$ cat config.mk
export PLATFORM = sky130hd
export DESIGN_NAME = fetch_unit
export DESIGN_NICKNAME = d
export VERILOG_FILES = /design/src/rtl/fetch_pkg.sv /design/src/rtl/fetch_fifo.sv /design/src/rtl/fetch_unit.sv
export SDC_FILE = /design/constraint.sdc
export NUM_CORES = 1
export LEC_CHECK = 0
export ABC_CLOCK_PERIOD_IN_PS = 9650
export CAP_MARGIN = 10
export CORE_MARGIN = 4
export CORE_UTILIZATION = 55
export CTS_BUF_LIST = sky130_fd_sc_hd__clkbuf_2 sky130_fd_sc_hd__clkbuf_4 sky130_fd_sc_hd__clkbuf_8
export DETAILED_ROUTE_END_ITERATION = 12
export PLACE_DENSITY = 0.8
export REMOVE_ABC_BUFFERS = 1
export SLEW_MARGIN = 20
export SYNTH_ARGS = -nofsm -noshare
export SYNTH_HDL_FRONTEND = slang
export SYNTH_SLANG_ARGS = --single-unit
$ cat constraint.sdc
create_clock -name clk -period 9.65 [get_ports clk]
set_input_delay 0.965 -clock clk [delete_from_list [all_inputs] [get_ports clk]]
set_output_delay 0.965 -clock clk [all_outputs]
set_load 0.02 [all_outputs]
$ cat src/rtl/fetch_pkg.sv
`default_nettype none
// ============================================================================
// Module      : fetch_pkg
// Description : Shared constants, the FIFO entry type and the wrapping PC
//               increment used by the instruction fetch stage.
// Revision    : 1.0 - initial release
// ============================================================================
package fetch_pkg;

  localparam int          ADDR_W_DEF   = 12;
  localparam int          DEPTH_DEF    = 2;
  localparam logic [31:0] RESET_PC_DEF = 32'd0;

  // One buffered instruction together with the PC it was fetched from.
  typedef struct packed {
    logic [31:0] pc;
    logic [31:0] ins;
  } fetch_entry_t;

  // PC + 1, wrapping modulo 2^32.
  function automatic logic [31:0] pc_inc(input logic [31:0] pc);
    return pc + 32'd1;
  endfunction

endpackage
`default_nettype wire

$ cat src/rtl/fetch_fifo.sv
`default_nettype none
// ============================================================================
// Module      : fetch_fifo
// Description : DEPTH-entry circular FIFO of fetch_entry_t. Flush empties the
//               FIFO and takes priority over a same-cycle push.
// Ports       : clk, reset   - clock, asynchronous active-high reset
//               push, push_data - write an entry at the tail
//               pop           - drop the head entry (ignored when empty)
//               flush         - discard all entries
//               count         - number of valid entries
//               head          - entry at the head (stale when count = 0)
// Revision    : 1.0 - initial release
// ============================================================================
module fetch_fifo
  import fetch_pkg::*;
#(
  parameter int DEPTH = DEPTH_DEF,
  parameter int CNT_W = $clog2(DEPTH + 1)
) (
  input  logic               clk,
  input  logic               reset,
  input  logic               push,
  input  fetch_entry_t       push_data,
  input  logic               pop,
  input  logic               flush,
  output logic [CNT_W-1:0]   count,
  output fetch_entry_t       head
);

  localparam int PTR_W = (DEPTH > 1) ? $clog2(DEPTH) : 1;

  fetch_entry_t           mem_q [DEPTH];
  logic [PTR_W-1:0]       wr_ptr_q, wr_ptr_d;
  logic [PTR_W-1:0]       rd_ptr_q, rd_ptr_d;
  logic [CNT_W-1:0]       count_q,  count_d;
  logic                   do_pop;

  function automatic logic [PTR_W-1:0] ptr_next(input logic [PTR_W-1:0] p);
    return (p == PTR_W'(DEPTH - 1)) ? '0 : p + PTR_W'(1);
  endfunction

  assign do_pop = pop & (count_q != '0);

  always_comb begin
    wr_ptr_d = wr_ptr_q;
    rd_ptr_d = rd_ptr_q;
    count_d  = count_q;
    if (flush) begin
      wr_ptr_d = '0;
      rd_ptr_d = '0;
      count_d  = '0;
    end else begin
      if (push)   wr_ptr_d = ptr_next(wr_ptr_q);
      if (do_pop) rd_ptr_d = ptr_next(rd_ptr_q);
      case ({push, do_pop})
        2'b10:   count_d = count_q + CNT_W'(1);
        2'b01:   count_d = count_q - CNT_W'(1);
        default: count_d = count_q;
      endcase
    end
  end

  always_ff @(posedge clk or posedge reset) begin
    if (reset) begin
      wr_ptr_q <= '0;
      rd_ptr_q <= '0;
      count_q  <= '0;
    end else begin
      wr_ptr_q <= wr_ptr_d;
      rd_ptr_q <= rd_ptr_d;
      count_q  <= count_d;
    end
  end

  always_ff @(posedge clk or posedge reset) begin
    if (reset) begin
      for (int i = 0; i < DEPTH; i++) mem_q[i] <= '0;
    end else if (push && !flush) begin
      mem_q[wr_ptr_q] <= push_data;
    end
  end

  assign count = count_q;
  assign head  = mem_q[rd_ptr_q];

`ifndef SYNTHESIS
  // The upstream issue rule keeps count + inflight <= DEPTH, so a push into
  // a full FIFO without a simultaneous pop means that rule was broken.
  a_no_overflow : assert property (@(posedge clk) disable iff (reset)
    (push && !flush) |-> ((count_q < CNT_W'(DEPTH)) || pop));
`endif

endmodule
`default_nettype wire

$ cat src/rtl/fetch_unit.sv
`default_nettype none
// ============================================================================
// Module      : fetch_unit
// Description : Instruction fetch stage. Owns the PC, issues word reads to a
//               1-cycle-latency instruction ROM, buffers the tagged results
//               in a small FIFO and handles redirects from execute.
// Ports       : clk, reset            - clock, asynchronous active-high reset
//               stall                 - decode not accepting this cycle
//               redirect_valid/target - taken branch/jump from execute
//               imem_addr/imem_rdata  - ROM address out, data back next cycle
//               ins_valid/out/pc/pc_plus1 - FIFO head presented to decode
//               stall_cycles, flush_count - perf counters (optional)
// Options     : FETCH_PERF_CNT_EN adds the saturating perf counters.
// Revision    : 1.0 - initial release
// ============================================================================
module fetch_unit
  import fetch_pkg::*;
#(
  parameter int          ADDR_W   = ADDR_W_DEF,
  parameter int          DEPTH    = DEPTH_DEF,
  parameter logic [31:0] RESET_PC = RESET_PC_DEF
) (
  input  logic              clk,
  input  logic              reset,
  input  logic              stall,
  input  logic              redirect_valid,
  input  logic [31:0]       redirect_target,
  output logic [ADDR_W-1:0] imem_addr,
  input  logic [31:0]       imem_rdata,
  output logic              ins_valid,
  output logic [31:0]       ins_out,
  output logic [31:0]       ins_pc,
  output logic [31:0]       ins_pc_plus1
`ifdef FETCH_PERF_CNT_EN
  ,
  output logic [31:0]       stall_cycles,
  output logic [31:0]       flush_count
`endif
);

  localparam int CNT_W = $clog2(DEPTH + 1);

  logic [31:0]      pc_q, pc_d;
  logic             inflight_q, inflight_d;
  logic [31:0]      inflight_pc_q, inflight_pc_d;
  logic [CNT_W-1:0] fifo_count;
  fetch_entry_t     fifo_head;
  fetch_entry_t     push_entry;
  logic             pop;
  logic             issue;
  logic [CNT_W:0]   occupancy;

  assign ins_valid = (fifo_count != '0);
  assign pop       = ins_valid & ~stall;

  // Slots that will be taken after this edge; pop implies count >= 1, so
  // the subtraction cannot underflow.
  assign occupancy = (CNT_W + 1)'(fifo_count) + (CNT_W + 1)'(inflight_q)
                   - (CNT_W + 1)'(pop);
  assign issue     = ~redirect_valid & (occupancy < (CNT_W + 1)'(DEPTH));

  // The ROM is always addressed from the PC; when nothing is issued the read
  // result is simply never captured.
  assign imem_addr = pc_q[ADDR_W-1:0];

  always_comb begin
    pc_d          = pc_q;
    inflight_d    = 1'b0;
    inflight_pc_d = inflight_pc_q;
    if (redirect_valid) begin
      pc_d = redirect_target;
    end else if (issue) begin
      pc_d          = pc_inc(pc_q);
      inflight_d    = 1'b1;
      inflight_pc_d = pc_q;
    end
  end

  always_ff @(posedge clk or posedge reset) begin
    if (reset) begin
      pc_q          <= RESET_PC;
      inflight_q    <= 1'b0;
      inflight_pc_q <= '0;
    end else begin
      pc_q          <= pc_d;
      inflight_q    <= inflight_d;
      inflight_pc_q <= inflight_pc_d;
    end
  end

  assign push_entry.pc  = inflight_pc_q;
  assign push_entry.ins = imem_rdata;

  // A redirect flushes the FIFO; the flush also discards the response that
  // lands in the same cycle, which squashes the in-flight read.
  fetch_fifo #(
    .DEPTH (DEPTH),
    .CNT_W (CNT_W)
  ) u_fifo (
    .clk       (clk),
    .reset     (reset),
    .push      (inflight_q),
    .push_data (push_entry),
    .pop       (pop),
    .flush     (redirect_valid),
    .count     (fifo_count),
    .head      (fifo_head)
  );

  // Head fields read as zero while the FIFO is empty.
  assign ins_out      = ins_valid ? fifo_head.ins        : '0;
  assign ins_pc       = ins_valid ? fifo_head.pc         : '0;
  assign ins_pc_plus1 = ins_valid ? pc_inc(fifo_head.pc) : '0;

`ifdef FETCH_PERF_CNT_EN
  logic [31:0] stall_cycles_q;
  logic [31:0] flush_count_q;

  always_ff @(posedge clk or posedge reset) begin
    if (reset) begin
      stall_cycles_q <= '0;
      flush_count_q  <= '0;
    end else begin
      if (ins_valid && stall && (stall_cycles_q != '1))
        stall_cycles_q <= stall_cycles_q + 32'd1;
      if (redirect_valid && (flush_count_q != '1))
        flush_count_q <= flush_count_q + 32'd1;
    end
  end

  assign stall_cycles = stall_cycles_q;
  assign flush_count  = flush_count_q;
`else
  // Perf counters are not built in this configuration.
`endif

endmodule
`default_nettype wire

-- Word level (Yosys, flattened, before mapping)
Index checks and enable logic that the tools add are counted.
- output and inout bits: 109
- register bits after elaboration: 197
- bits of input ports: 68
- word-level logic and storage cells: 61
- bitwise operators: 7
- $lt $le $gt $ge: 4
- add/subtract/negate cells: 8
- reduce and logical (&&, ||, !) cells: 9
- equality and inequality tests: 2
- mux-type cells: 21
- operators by type and width (operator ; number):
    $mux 64 ; 4
    $mux 32 ; 5
    $bwmux 128 ; 1
    $add 32x1->32 const B ; 2
    $demux 64 s1 ; 1
    $mux 1 ; 8
    $reduce_bool 2->1 ; 4
    $ge 2x2->1 const B ; 2
    $not 1->2 ; 2
    $pmux 2 s2 ; 1
    $add 2x1->3 ; 1
    $and 1x1->1 ; 3
    $lt 3x2->1 const B ; 1
    $reduce_bool 3->1 ; 1
    $sub 3x1->3 ; 1
    $add 1x1->1 const B ; 2
    $add 2x1->2 const B ; 1
    $eq 2x1->1 const B ; 1
    $eq 2x2->1 const B ; 1
    $logic_and 1x1->1 ; 2
    $lt 2x1->1 const B ; 1
    $mux 2 ; 1
    $not 1->1 ; 2
    $reduce_and 2->1 ; 1
    2 further kinds ; 2

-- Depth between registers and ports, before layout
- word-level depth: 7
- depth in mapped cells: 11
- gate-level depth less buffers: 10

-- Cells and area by module
Synthesis repeated with hierarchy kept, for this count alone.
- cells, all modules: 910
- area, all modules: 11028.1 um^2
- modules (own cells, without submodules) (module ; area each (um^2) ; cells an instance ; times used ; seq. area each (um^2)):
    fetch_fifo ; 6353.6 ; 363 ; 1 ; 3303.2
    fetch_unit ; 4674.5 ; 547 ; 1 ; 1626.6

-- Least setup slack after synthesis
No wires, ideal clock.
- path kind: register -> output
- start: register u_fifo.rd_ptr_q
- end: output port ins_pc_plus1[26]
- arrival: 2.560 ns
- stages on the path, launching flop included: 11
- data required time: 8.685 ns
- path slack: 6.125 ns
- buffers on the path: 4
- cells stage by stage: dfrtp_1 -> buf_2 -> buf_4 -> buf_2 -> mux2_2 -> ha_1 -> and2_1 -> buf_2 -> and3_1 -> nand3_1 -> nor3b_1
- longest elaborated chain between the ends: 6
- RTL lines (what ; RTL line ; text):
    start, declared ; fetch_fifo.sv:34 ; logic [PTR_W-1:0] rd_ptr_q, rd_ptr_d;
    start signal, assigned ; fetch_fifo.sv:70 ; rd_ptr_q <= rd_ptr_d;
    $not 1->2 (not written as such) ; fetch_fifo.sv:84 ; assign head = mem_q[rd_ptr_q];
    $mux 64 (not written as such) (3 in series) ; fetch_fifo.sv:84 ;
    $add 32x1->32 ; fetch_pkg.sv:22 ; return pc + 32'd1;
    $mux 32 ; fetch_unit.sv:113 ; assign ins_pc_plus1 = ins_valid ? pc_inc(fifo_head.pc) : '0;
    end, declared ; fetch_unit.sv:33 ; output logic [31:0] ins_pc_plus1
Every way passes these cells. The select of a mux whose other input is x is not followed.

-- Worst setup path after layout
- start: register u_fifo.rd_ptr_q
- end: output port ins_pc_plus1[30]
Same word-level chain as after synthesis.

==> results.sh <==
export IMPL_status="finished, final reports clean"
export IMPL_die_w_um=144
export IMPL_wl_met1_mm=10.3
export IMPL_p_int_mw=2.25
export IMPL_yosysWarnings=0
export IMPL_cts_setup_buffers=0
export IMPL_fin_hold_ws_ns=0.512
export IMPL_register_area_sq_um=4930
export IMPL_clock_fmax_ghz=0.195
export IMPL_h_tree_depth=4
export IMPL_synth_area_leaders="dfrtp_1 49%, mux2_2 19%, mux2i_1 5.7%"
export IMPL_worstPathArrival_ns=4.16
export IMPL_nets=1109
export IMPL_crit_fanout=73
export IMPL_grt_use_total=0.227
export IMPL_grt_antenna_before_repair=0
export IMPL_cts_tree="yes"
export IMPL_synth_commonest_cells="197 x dfrtp_1, 173 x mux2_2, 95 x nor2_1"
export IMPL_hold_path_class="reg -> reg"
export IMPL_rsz0062_at_grt="false"
export IMPL_place_area_sq_um=11900
export IMPL_period_share=0.531
export IMPL_grt_max_degree=128
export IMPL_async_flop_share=1.00
export IMPL_io_pins=177
export IMPL_design_core_area_sq_um=18000
export IMPL_cts_root_buffer="clkbuf_8"
export IMPL_rows=49
export IMPL_critical_path_required_ns=8.69
export IMPL_max_cap_violations=0
export IMPL_slowest_delay_ns=0.84
export IMPL_gp_congestion=0.820
export IMPL_hold_violations=0
export IMPL_vias=7227
export IMPL_synth_edf_count=0
export IMPL_synth_most_common_cell="dfrtp_1"
export IMPL_finalSetupViolations=0
export IMPL_dieArea_sq_um=20700
export IMPL_path_buf_inv=2
export IMPL_fillerInstances=1402
export IMPL_power_frac_clock=0.153
export IMPL_dr_pass1_iters=5
export IMPL_diodes=0
export IMPL_yosys_area_top_type="dfrtp_1"
export IMPL_post_cts_resized=0
export IMPL_drc=0
export IMPL_grt_pass1_vias=7265
export IMPL_synth_top_cell_area_share=0.486
export IMPL_wl_met2_mm=11.0
export IMPL_final_cells=1279
export IMPL_die_height_um=144
export IMPL_ys_seq_area_frac=0.486
export IMPL_synthFlopType="dfrtp_1"
export IMPL_drtIter0Drc=374
export IMPL_initial_utilization=0.563
export IMPL_overflow=0
export IMPL_synth_cell_type_count=46
export IMPL_crit_family="buffers and inverters"
export IMPL_syn_cell_area_sq_um=10100
export IMPL_p_leak_nw=4.96
export IMPL_ctsHoldBuffers=0
export IMPL_wl_mm=23.0
export IMPL_avgSynthCellArea_sq_um=11.3
export IMPL_fin_worst_skew_ns=0.0107
export IMPL_clkTransAtPathRegs_ns=0.09
export IMPL_grt_pass1_wl_mm=37.5
export IMPL_worstMarginPinSlew_ns=1.07
export IMPL_sw_frac_of_total=0.377
export IMPL_hpwl_mm=16.0
export IMPL_crit_path_start_kind="flop"
export IMPL_path_class="reg -> out"
export IMPL_fin_setup_tns_ns=0
export IMPL_synth_cells=896
export IMPL_stdcell_area_sq_um=12400
export IMPL_numPortBuffers=176
export IMPL_ant_nets=0
export IMPL_clock_sinks=197
export IMPL_clk_latency_ns=0.47
export IMPL_ys_ff_latch=197
export IMPL_critPathSlowestCell="buf_4"
export IMPL_via_per_inst=5.65
export IMPL_met3WireLength_um=964
export IMPL_wl_per_cell_um=18.0
export IMPL_power_switching_mw=1.36
export IMPL_dp_cells=1247
export IMPL_maxUsedRoutingLayer="met4"
export IMPL_powerDensity_nw_per_um2=292
export IMPL_drv_slew=0
export IMPL_numCtsBuffers=17
export IMPL_cts_buffer_depth=2
export IMPL_critPathCaptureType="output port"
export IMPL_ir_worst_vdd_v=0.000137
export IMPL_pwr_share_comb=0.434
export IMPL_total_power_mw=3.61
export IMPL_crit_chain="buf_4, nand3_1, a22oi_4, nand3_2, nor3_1, mux2_2, clkdlybuf4s50_1"
export IMPL_syn2layout_area_growth_pct=21.9
export IMPL_pwr_share_seq=0.413
export IMPL_multiInputGateArea_sq_um=4870
export IMPL_fin_crit_ns=5.13
export IMPL_drive_above_1_share=0.221
export IMPL_max_slew_margin=0.287
==> kinds of logic after synthesis <==
kind of cell | share of synthesized area
AO/OA/AOI/OAI | 0.0455
XOR/XNOR | 0.0380
adder cells (fa/ha/maj) | 0.00567
buffers and inverters | 0.0364
flip-flops | 0.486
multiplexers | 0.249
AND/OR/NAND/NOR | 0.139
==> worst register-to-register path: stages (launching register included) <==
cell,delay [ns]
dfrtp_1,0.51
nor2_4,0.13
buf_4,0.62
nor2_1,0.25
ha_1,0.33
nand2b_1,0.15
fa_1,0.57
inv_1,0.10
nor3_2,0.35
nand4_2,0.29
or3_1,0.43
a31oi_1,0.17
==> sequential cells by signal, indices dropped and copies added, names as in the netlist <==
| register | cells |
|---|---|
| u_fifo.mem_q | 128 |
| u_fifo.count | 2 |
| inflight_pc_q | 32 |
| u_fifo.wr_ptr_q | 1 |
| pc_q | 32 |
| u_fifo.rd_ptr_q | 1 |
| inflight_q | 1 |
==> placed cells by master (no fill, tap or decap), types with 7 or more instances in the layout <==
master,netlist,routed
dfrtp_1,197,196
clkdlybuf4s50_1,0,176
mux2_2,173,173
nor2_1,95,93
nand2_1,62,62
mux2i_1,58,58
o21ai_0,41,41
nand4_1,29,29
nand3_1,25,24
xor2_1,23,23
xnor2_1,21,21
clkbuf_8,0,19
and2_1,15,15
a31oi_1,10,10
or3_1,8,8
o31ai_1,7,7
and3_1,7,7
buf_4,19,7
==> path summary, 6_finish.rpt <==
path / from / end / slack (ns) / depth (start not counted)
worst max-delay path: u_fifo.rd_ptr_q$_DFFE_PP0P_ / ins_pc_plus1[30] / 4.52 / 7
worst min-delay path: u_fifo.mem_q[70]$_DFFE_PP0P_ / u_fifo.mem_q[70]$_DFFE_PP0P_ / 0.51 / 1
worst max register to register: u_fifo.count[1]$_DFFE_PP0P_ / pc_q[23]$_DFFE_PP0P_ / 5.66 / 11
worst min register to register: u_fifo.mem_q[70]$_DFFE_PP0P_ / u_fifo.mem_q[70]$_DFFE_PP0P_ / 0.51 / 1
max in group asynchronous: reset / inflight_pc_q[17]$_DFFE_PP0P_ / 7.17 / 3
min in group asynchronous: reset / u_fifo.mem_q[16]$_DFFE_PP0P_ / 1.03 / 2
==> metal layers <==
metal,GRT usage,up-vias
met3,0.0333,47
met2,0.366,184
met1,0.313,3561
li1,-,3435
met5,0,-
met4,0.0902,0
==> power groups by stage <==
stage / Combinational (mW) / Clock [mW] / Sequential, mW
3_3_place_gp: 1.54 / 0 / 1.47
2_1_floorplan: 1.07 / 0 / 1.42
4_1_cts: 1.58 / 0.567 / 1.48
3_5_place_dp: 1.58 / 0 / 1.50
6_report: 1.57 / 0.551 / 1.49
5_1_grt: 1.70 / 0.600 / 1.54
==> stage by stage <==
step	utilization	worst slack (ns)
final	0.686	4.52
after global placement	0.663	5.05
after global routing	0.686	4.25
after CTS	0.686	4.46
after floorplan	-	3.23
after detailed placement	0.663	4.98
==> cell type report <==
cell class / instances / share of cell area
Clock buffer: 19 / 0.0211
Multi-Input combinational cell: 630 / 0.394
Timing Repair Buffer: 183 / 0.147
Sequential cell: 197 / 0.399
Inverter: 8 / 0.00303
Clock inverter: 13 / 0.0130
Tap cell: 229 / 0.0232
Note: power is estimated with default switching activity, not from simulation.
